## src/rtl/riscv_fetch_pkg.sv

```systemverilog
// Shared types and constants for the instruction fetch stage.
//   FETCH_RESET_PC : default PC loaded by reset
//   IMEM_BYTES     : default instruction memory size in bytes
//   fetch_entry_t  : one fetch buffer entry {instr, pc, fault}
package riscv_fetch_pkg;

    localparam logic [31:0] FETCH_RESET_PC = 32'h0000_0000;
    localparam int unsigned IMEM_BYTES     = 4096;

    typedef struct packed {
        logic [31:0] instr;
        logic [31:0] pc;
        logic        fault;
    } fetch_entry_t;

endpackage

```

## src/rtl/fetch_buffer.sv

```systemverilog
// Synchronous flushable FIFO of fetch entries.
// Ports:
//   clk_i, rst_i  : clock, synchronous active-high reset (empties the FIFO)
//   flush_i       : discard all entries; wins over push and pop
//   push_i        : write entry_i; caller only pushes when not full or popping
//   entry_i       : entry to write
//   pop_i         : drop the head; caller only pops when not empty
//   head_o        : head entry, all zeros when empty
//   empty_o       : no entries held
//   full_o        : DEPTH entries held
// DEPTH must be a power of two so the pointers wrap naturally.
module fetch_buffer
    import riscv_fetch_pkg::*;
#(
    parameter int unsigned DEPTH = 2
) (
    input  logic         clk_i,
    input  logic         rst_i,
    input  logic         flush_i,
    input  logic         push_i,
    input  fetch_entry_t entry_i,
    input  logic         pop_i,
    output fetch_entry_t head_o,
    output logic         empty_o,
    output logic         full_o
);

    localparam int unsigned PtrW = $clog2(DEPTH);
    localparam int unsigned CntW = $clog2(DEPTH + 1);

    fetch_entry_t    mem_q [DEPTH];
    logic [PtrW-1:0] rd_ptr_q, rd_ptr_d;
    logic [PtrW-1:0] wr_ptr_q, wr_ptr_d;
    logic [CntW-1:0] count_q, count_d;

    assign empty_o = (count_q == '0);
    assign full_o  = (count_q == CntW'(DEPTH));
    assign head_o  = empty_o ? '0 : mem_q[rd_ptr_q];

    always_comb begin
        rd_ptr_d = rd_ptr_q;
        wr_ptr_d = wr_ptr_q;
        count_d  = count_q;
        if (flush_i) begin
            rd_ptr_d = '0;
            wr_ptr_d = '0;
            count_d  = '0;
        end else begin
            if (push_i) wr_ptr_d = wr_ptr_q + PtrW'(1);
            if (pop_i)  rd_ptr_d = rd_ptr_q + PtrW'(1);
            // Push+pop together (including on a full buffer) leaves count unchanged.
            unique case ({push_i, pop_i})
                2'b10:   count_d = count_q + CntW'(1);
                2'b01:   count_d = count_q - CntW'(1);
                default: count_d = count_q;
            endcase
        end
    end

    always_ff @(posedge clk_i) begin
        if (rst_i) begin
            rd_ptr_q <= '0;
            wr_ptr_q <= '0;
            count_q  <= '0;
        end else begin
            rd_ptr_q <= rd_ptr_d;
            wr_ptr_q <= wr_ptr_d;
            count_q  <= count_d;
        end
    end

    // Entry storage needs no reset: count gates visibility of every slot.
    always_ff @(posedge clk_i) begin
        if (push_i && !flush_i) begin
            mem_q[wr_ptr_q] <= entry_i;
        end
    end

endmodule

```

## src/rtl/instr_fetch_unit.sv

```systemverilog
// Fetch stage: owns the PC, addresses the combinational instruction memory,
// buffers {instr, pc, fault} and hands instructions to decode via valid/ready.
// A redirect reloads the PC and flushes every buffered instruction.
// Ports:
//   clk_i, rst_i                   : clock, synchronous active-high reset
//   imem_addr_o / imem_rdata_i     : instruction memory address / same-cycle word
//   redirect_i / redirect_pc_i     : load a new PC (unaligned targets allowed)
//   instr_o, instr_pc_o            : head instruction and its PC (0 when empty)
//   instr_valid_o / instr_ready_i  : decode handshake
//   fault_o                        : head entry is a fetch fault
// Optional feature, macro IFU_FAULT_CHECK_EN: flags misaligned or out-of-range
// fetches and halts fetching after pushing one until the next redirect.
// Without it fault_o is tied to 0 and fetch runs unchecked.
module instr_fetch_unit
    import riscv_fetch_pkg::*;
#(
    parameter logic [31:0] RESET_PC   = FETCH_RESET_PC,
    parameter int unsigned IMEM_BYTES = riscv_fetch_pkg::IMEM_BYTES,
    parameter int unsigned BUF_DEPTH  = 2
) (
    input  logic        clk_i,
    input  logic        rst_i,
    output logic [31:0] imem_addr_o,
    input  logic [31:0] imem_rdata_i,
    input  logic        redirect_i,
    input  logic [31:0] redirect_pc_i,
    output logic [31:0] instr_o,
    output logic [31:0] instr_pc_o,
    output logic        instr_valid_o,
    input  logic        instr_ready_i,
    output logic        fault_o
);

    logic [31:0]  pc_q, pc_d;
    logic         push, pop;
    logic         buf_empty, buf_full;
    logic         fetch_fault;
    fetch_entry_t wr_entry, head;

    assign imem_addr_o   = pc_q;
    assign instr_valid_o = !buf_empty;
    assign instr_o       = head.instr;
    assign instr_pc_o    = head.pc;
    assign pop           = instr_valid_o && instr_ready_i;

`ifdef IFU_FAULT_CHECK_EN
    localparam logic [31:0] ImemLast = 32'(IMEM_BYTES - 4);

    logic halted_q, halted_d;

    assign fetch_fault = (pc_q[1:0] != 2'b00) || (pc_q > ImemLast);
    assign push        = !redirect_i && !halted_q && (!buf_full || pop);
    assign fault_o     = instr_valid_o && head.fault;

    always_comb begin
        halted_d = halted_q;
        if (redirect_i) begin
            halted_d = 1'b0;
        end else if (push && fetch_fault) begin
            halted_d = 1'b1;
        end
    end

    always_ff @(posedge clk_i) begin
        if (rst_i) begin
            halted_q <= 1'b0;
        end else begin
            halted_q <= halted_d;
        end
    end
`else
    logic unused_cfg;

    assign fetch_fault = 1'b0;
    assign push        = !redirect_i && (!buf_full || pop);
    assign fault_o     = 1'b0;
    assign unused_cfg  = ^{IMEM_BYTES, head.fault};
`endif

    assign wr_entry = '{instr: imem_rdata_i, pc: pc_q, fault: fetch_fault};

    always_comb begin
        pc_d = pc_q;
        if (redirect_i) begin
            pc_d = redirect_pc_i;
        end else if (push) begin
            pc_d = pc_q + 32'd4;
        end
    end

    always_ff @(posedge clk_i) begin
        if (rst_i) begin
            pc_q <= RESET_PC;
        end else begin
            pc_q <= pc_d;
        end
    end

    fetch_buffer #(
        .DEPTH (BUF_DEPTH)
    ) u_fetch_buffer (
        .clk_i   (clk_i),
        .rst_i   (rst_i),
        .flush_i (redirect_i),
        .push_i  (push),
        .entry_i (wr_entry),
        .pop_i   (pop),
        .head_o  (head),
        .empty_o (buf_empty),
        .full_o  (buf_full)
    );

endmodule

```

## config.mk

```make
export PLATFORM = sky130hd
export DESIGN_NAME = instr_fetch_unit
export DESIGN_NICKNAME = d
export VERILOG_FILES = /design/src/rtl/riscv_fetch_pkg.sv /design/src/rtl/fetch_buffer.sv /design/src/rtl/instr_fetch_unit.sv
export SDC_FILE = /design/constraint.sdc
export NUM_CORES = 1
export LEC_CHECK = 0
export CORE_ASPECT_RATIO = 2
export CORE_MARGIN = 3
export CORE_UTILIZATION = 54
export CTS_CLUSTER_DIAMETER = 30
export CTS_CLUSTER_SIZE = 10
export DETAILED_ROUTE_END_ITERATION = 10
export PLACE_DENSITY = 0.86
export SYNTH_ARGS = -nofsm -noshare
export SYNTH_HDL_FRONTEND = slang
export SYNTH_SLANG_ARGS = --single-unit
```

## constraint.sdc

```tcl
create_clock -name clk_i -period 7.7 [get_ports clk_i]
set_input_delay 1.155 -clock clk_i [delete_from_list [all_inputs] [get_ports clk_i]]
set_output_delay 1.155 -clock clk_i [all_outputs]
set_load 0.02 [all_outputs]
```

==> impl_summary.md <==
Power and ir drop
In this run the static leakage power is approximately 3.0 nW. The worst-case IR drop observed on VDD is 0.000183 V. Of the total power, registers draw 0.496. The share of total power dissipated in the clock network is 0.391. The internal power of the cells totals ~0.0016 W.

The combinational cell fraction of total power is 0.112. The analysis attributes to net switching a power of 0.000540 W. In this run the power density over the cells is about 230 nW/µm². The net switching fraction of the power is 0.253.

Route
In the final routed layout, each cell accounts on average for about 20 µm. The count of routing violations after the opening detailed-route iteration is between 200 and 300. For this run, the detailed router's first-pass iteration total came to 5.

The total vias in the final route is 5070. The total wire length after detailed routing is between 15000 and 20000 µm. The number of design rule violations left after detail routing is 0. In this run the remaining antenna-violating nets after routing total 0.

Using the TritonRoute via totals, the vias-per-cell ratio works out to 5.90.

Clock tree
Once the clock tree was built, the resizer swapped 0 gates to a different size. The number of buffers added by the clock tree synthesis step is 17. The H-tree was split into 4 levels.

Clock-pin slew was measured on the worst setup and hold paths at 0.06 ns. The clock net in this run drives a total of 165 sinks. The number of buffers on the longest clock path is 2. In this run the clock root is driven by a sky130_fd_sc_hd__clkbuf_16. The setup fix buffers added after clock tree synthesis is 0. The CTS tree is built. The clock latency of the later-clocked register in the worst-skew pair is 0.42 ns. The count of hold-fix buffers inserted at cts is 0.

Place
The HPWL after detailed placement is 11700 µm. The final estimated routing congestion in global placement is 0.856. The quantity of I/O buffers inserted on ports is 164.

The number of cells in the design after placement is 827.

Yosys
Of the total synthesized cell area, the portion taken by XOR and XNOR cells is 0.0164. The post-synthesis adder-cell area fraction is 0.00360. The mux contribution to synthesized area is 0.0950.

The synthesized-area fraction occupied by ao, oa, aoi and oai cells came to 0.0547. Yosys mapped the design onto 44 distinct sky130hd cell types. Counting flops with an async set or reset pin after synthesis yields a share of 0.

The number of nets produced by synthesis is 610. The flip-flop and latch count after synthesis is 165. Of the post-synthesis cell area, the dominant cell type holds 0.553. The post-synthesis cell type with the largest combined area is sky130_fd_sc_hd__edfxtp_1. The average footprint of a synthesized cell is between 10 and 15 µm². Of the total synthesized cell area, the portion taken by AND, OR, NAND and NOR gates is 0.148. The sequential fraction of the synthesis area is 0.659. By area the synthesized netlist is led by sky130_fd_sc_hd__edfxtp_1 55%, sky130_fd_sc_hd__dfxtp_1 11%, sky130_fd_sc_hd__mux2i_1 9.5%.

By area, the combinational part of the netlist is dominated by simple AND/OR/NAND/NOR gates. The number of synthesized flops with an enable pin is 128. The leading register cell type out of synthesis is sky130_fd_sc_hd__edfxtp_1. The number of instances in the synthesized netlist is 540. The area of the mapped netlist is 6950 µm². The total of warnings raised by yosys is 0.

Cells and area
The final antenna diode count is 0. The layout has about 850 filler cells. The leading cell type in the layout, fill and taps excluded is sky130_fd_sc_hd__clkdlybuf4s50_1.

The layout overhead on the synthesized area is 33.9%. The share of post-route cells with drive strength above 1 is 0.0649. The top cell types in the final layout, fill and taps aside, are 164 x sky130_fd_sc_hd__clkdlybuf4s50_1, 128 x sky130_fd_sc_hd__edfxtp_1, 92 x sky130_fd_sc_hd__nor2_1. The post-route non-filler standard cell count is between 800 and 900.

For this run, the post-layout net count is about 770.

Timing
The total count of hold-check failures in the final report came to 0. The worst path needs 3.74 ns of the cycle, external delays included. The worst pin sits at a relative slew slack of 0.291. Summed over all failing endpoints, the final setup total negative slack is 0 ns. Timing would allow up to around 270 MHz. The share of the clock period used by the worst path is 0.486. The setup clock skew after layout is around 0.0074 ns.

At the pin with the least slew margin, the transition time is 1.06 ns. The max-slew violation count was 0. Setup repair after global routing left no endpoint under its margin.

On the final layout, the worst hold slack is between 0.4 and 0.5 ns. Setup violations remaining at the end of the flow were counted as 0.

Min path
The min-delay analysis places its worst path in the category reg -> reg. The worst hold path cell count is 0.

GRT
The first global-routing pass estimated 26700 µm of wire. The via count of the first global-routing pass was 5231. Entering global routing, the biggest net connects 65 pins.

After global routing the overflow that remains totals 0. The number of antenna violations at the first check in global routing was 0. The total global routing track utilization is 0.242.

Die
The die covers 14400 µm². The count of standard-cell rows is between 50 and 60. The placeable core region is 12600 µm². The floorplan step set the die height to 166 µm. The die width is 86.2 µm. The starting density of the core is 0.554. 166 I/O pins were placed.

Setup path
The worst path required time is 6.55 ns. Data on the critical path arrives at its endpoint at 2.58 ns. STA classifies the critical path startpoint as a flip-flop. The class of the most critical setup path is reg -> out.

Counting cells, the worst reg-to-reg path comes to 4. The largest fanout on the critical path is 64. STA classifies the critical path endpoint as a primary output.

Run
The number of max-cap violations is 0.

Run status
The flow ran to the end, and the final reports show no timing, DRC or antenna violations.
==> power groups by stage <==
| stage | Sequential [W] | Combinational (W) | Clock (W) |
|---|---|---|---|
| 2_1_floorplan | 0.00107 | 0.000107 | 0 |
| 3_3_place_gp | 0.00107 | 0.000234 | 0 |
| 3_5_place_dp | 0.00107 | 0.000239 | 0 |
| 4_1_cts | 0.00106 | 0.000241 | 0.000845 |
| 5_1_grt | 0.00106 | 0.000255 | 0.000885 |
| 6_report | 0.00106 | 0.000239 | 0.000834 |
==> cells by family after synthesis <==
| group | count (synthesis) |
|---|---|
| compound gates | 51 |
| mux | 66 |
| flops | 165 |
| xor+xnor | 13 |
| other cells | 1 |
| fa+ha+maj | 2 |
| simple gates | 201 |
| buf+inv | 41 |
==> state kept, by name, summed over array words and instances, names as in the netlist, named ones only <==
register and flops:
u_fetch_buffer.mem_q 128, imem_addr_o 32, u_fetch_buffer.count_q 2, u_fetch_buffer.rd_ptr_q 1, u_fetch_buffer.wr_ptr_q 1
==> cell type report <==
| class | instances | area, µm² | share of cell area |
|---|---|---|---|
| Clock inverter | 15 | 166 | 0.0179 |
| Timing Repair Buffer | 170 | 1690 | 0.181 |
| Sequential cell | 165 | 4590 | 0.493 |
| Multi-Input combinational cell | 334 | 2230 | 0.239 |
| Tap cell | 150 | 188 | 0.0202 |
| Clock buffer | 17 | 425 | 0.0457 |
| Inverter | 8 | 30.0 | 0.00323 |
==> cell usage after synthesis (3+ instances only) <==
cell and n:
sky130_fd_sc_hd__nand3_1 18, sky130_fd_sc_hd__clkbuf_1 28, sky130_fd_sc_hd__nand4_1 13, sky130_fd_sc_hd__o31ai_1 8, sky130_fd_sc_hd__nor3b_1 3, sky130_fd_sc_hd__a311oi_1 10
sky130_fd_sc_hd__xnor2_1 9, sky130_fd_sc_hd__o21ai_1 3, sky130_fd_sc_hd__a211oi_1 11, sky130_fd_sc_hd__nor3_1 5, sky130_fd_sc_hd__a32oi_1 3, sky130_fd_sc_hd__xor2_1 4
sky130_fd_sc_hd__nor2_1 94, sky130_fd_sc_hd__o21ai_0 6, sky130_fd_sc_hd__nor4_1 10, sky130_fd_sc_hd__and4_1 6, sky130_fd_sc_hd__dfxtp_1 37, sky130_fd_sc_hd__mux2i_1 66
sky130_fd_sc_hd__inv_1 7, sky130_fd_sc_hd__and3_1 6, sky130_fd_sc_hd__a21oi_1 3, sky130_fd_sc_hd__nand2_1 18, sky130_fd_sc_hd__edfxtp_1 128, sky130_fd_sc_hd__or3_1 4
sky130_fd_sc_hd__or4_1 12
==> metal layers <==
layer | wire (µm) | track usage | up-vias | part of all wire
met5 | 0 | 0 | - | 0
met4 | 711 | 0.123 | 0 | 0.042
met3 | 935 | 0.0411 | 50 | 0.055
met2 | 9650 | 0.450 | 225 | 0.56
met1 | 5780 | 0.253 | 2432 | 0.34
li1 | - | - | 2363 | -
==> path summary, 6_finish.rpt <==
path	start	endpoint	slack, ns
max	flip-flop	instr_pc_o[12]	3.96
min	imem_addr_o[1]	u_fetch_buffer.mem_q[1][1]	0.50
max reg2reg	u_fetch_buffer.count_q[0]	u_fetch_buffer.mem_q[0][21]	5.40
min reg2reg	imem_addr_o[1]	u_fetch_buffer.mem_q[1][1]	0.50
==> worst max-delay path, stage by stage (launching register included) <==
cell and delay (ns):
sky130_fd_sc_hd__dfxtp_4 1.05, sky130_fd_sc_hd__mux2i_1 0.22, sky130_fd_sc_hd__nor2_1 0.22, sky130_fd_sc_hd__clkdlybuf4s50_1 0.64
==> per-stage QoR <==
stage | util | total power (W) | setup slack, ns | area [µm²]
2_1_floorplan | - | 0.00118 | 2.65 | 6950
3_3_place_gp | 0.694 | 0.00130 | 3.91 | 8720
5_1_grt | 0.742 | 0.00220 | 3.84 | 9310
6_report | 0.742 | 0.00213 | 3.96 | 9310
3_5_place_dp | 0.694 | 0.00131 | 3.86 | 8720
4_1_cts | 0.742 | 0.00214 | 3.91 | 9310
Power figures use the tool's default switching activity.
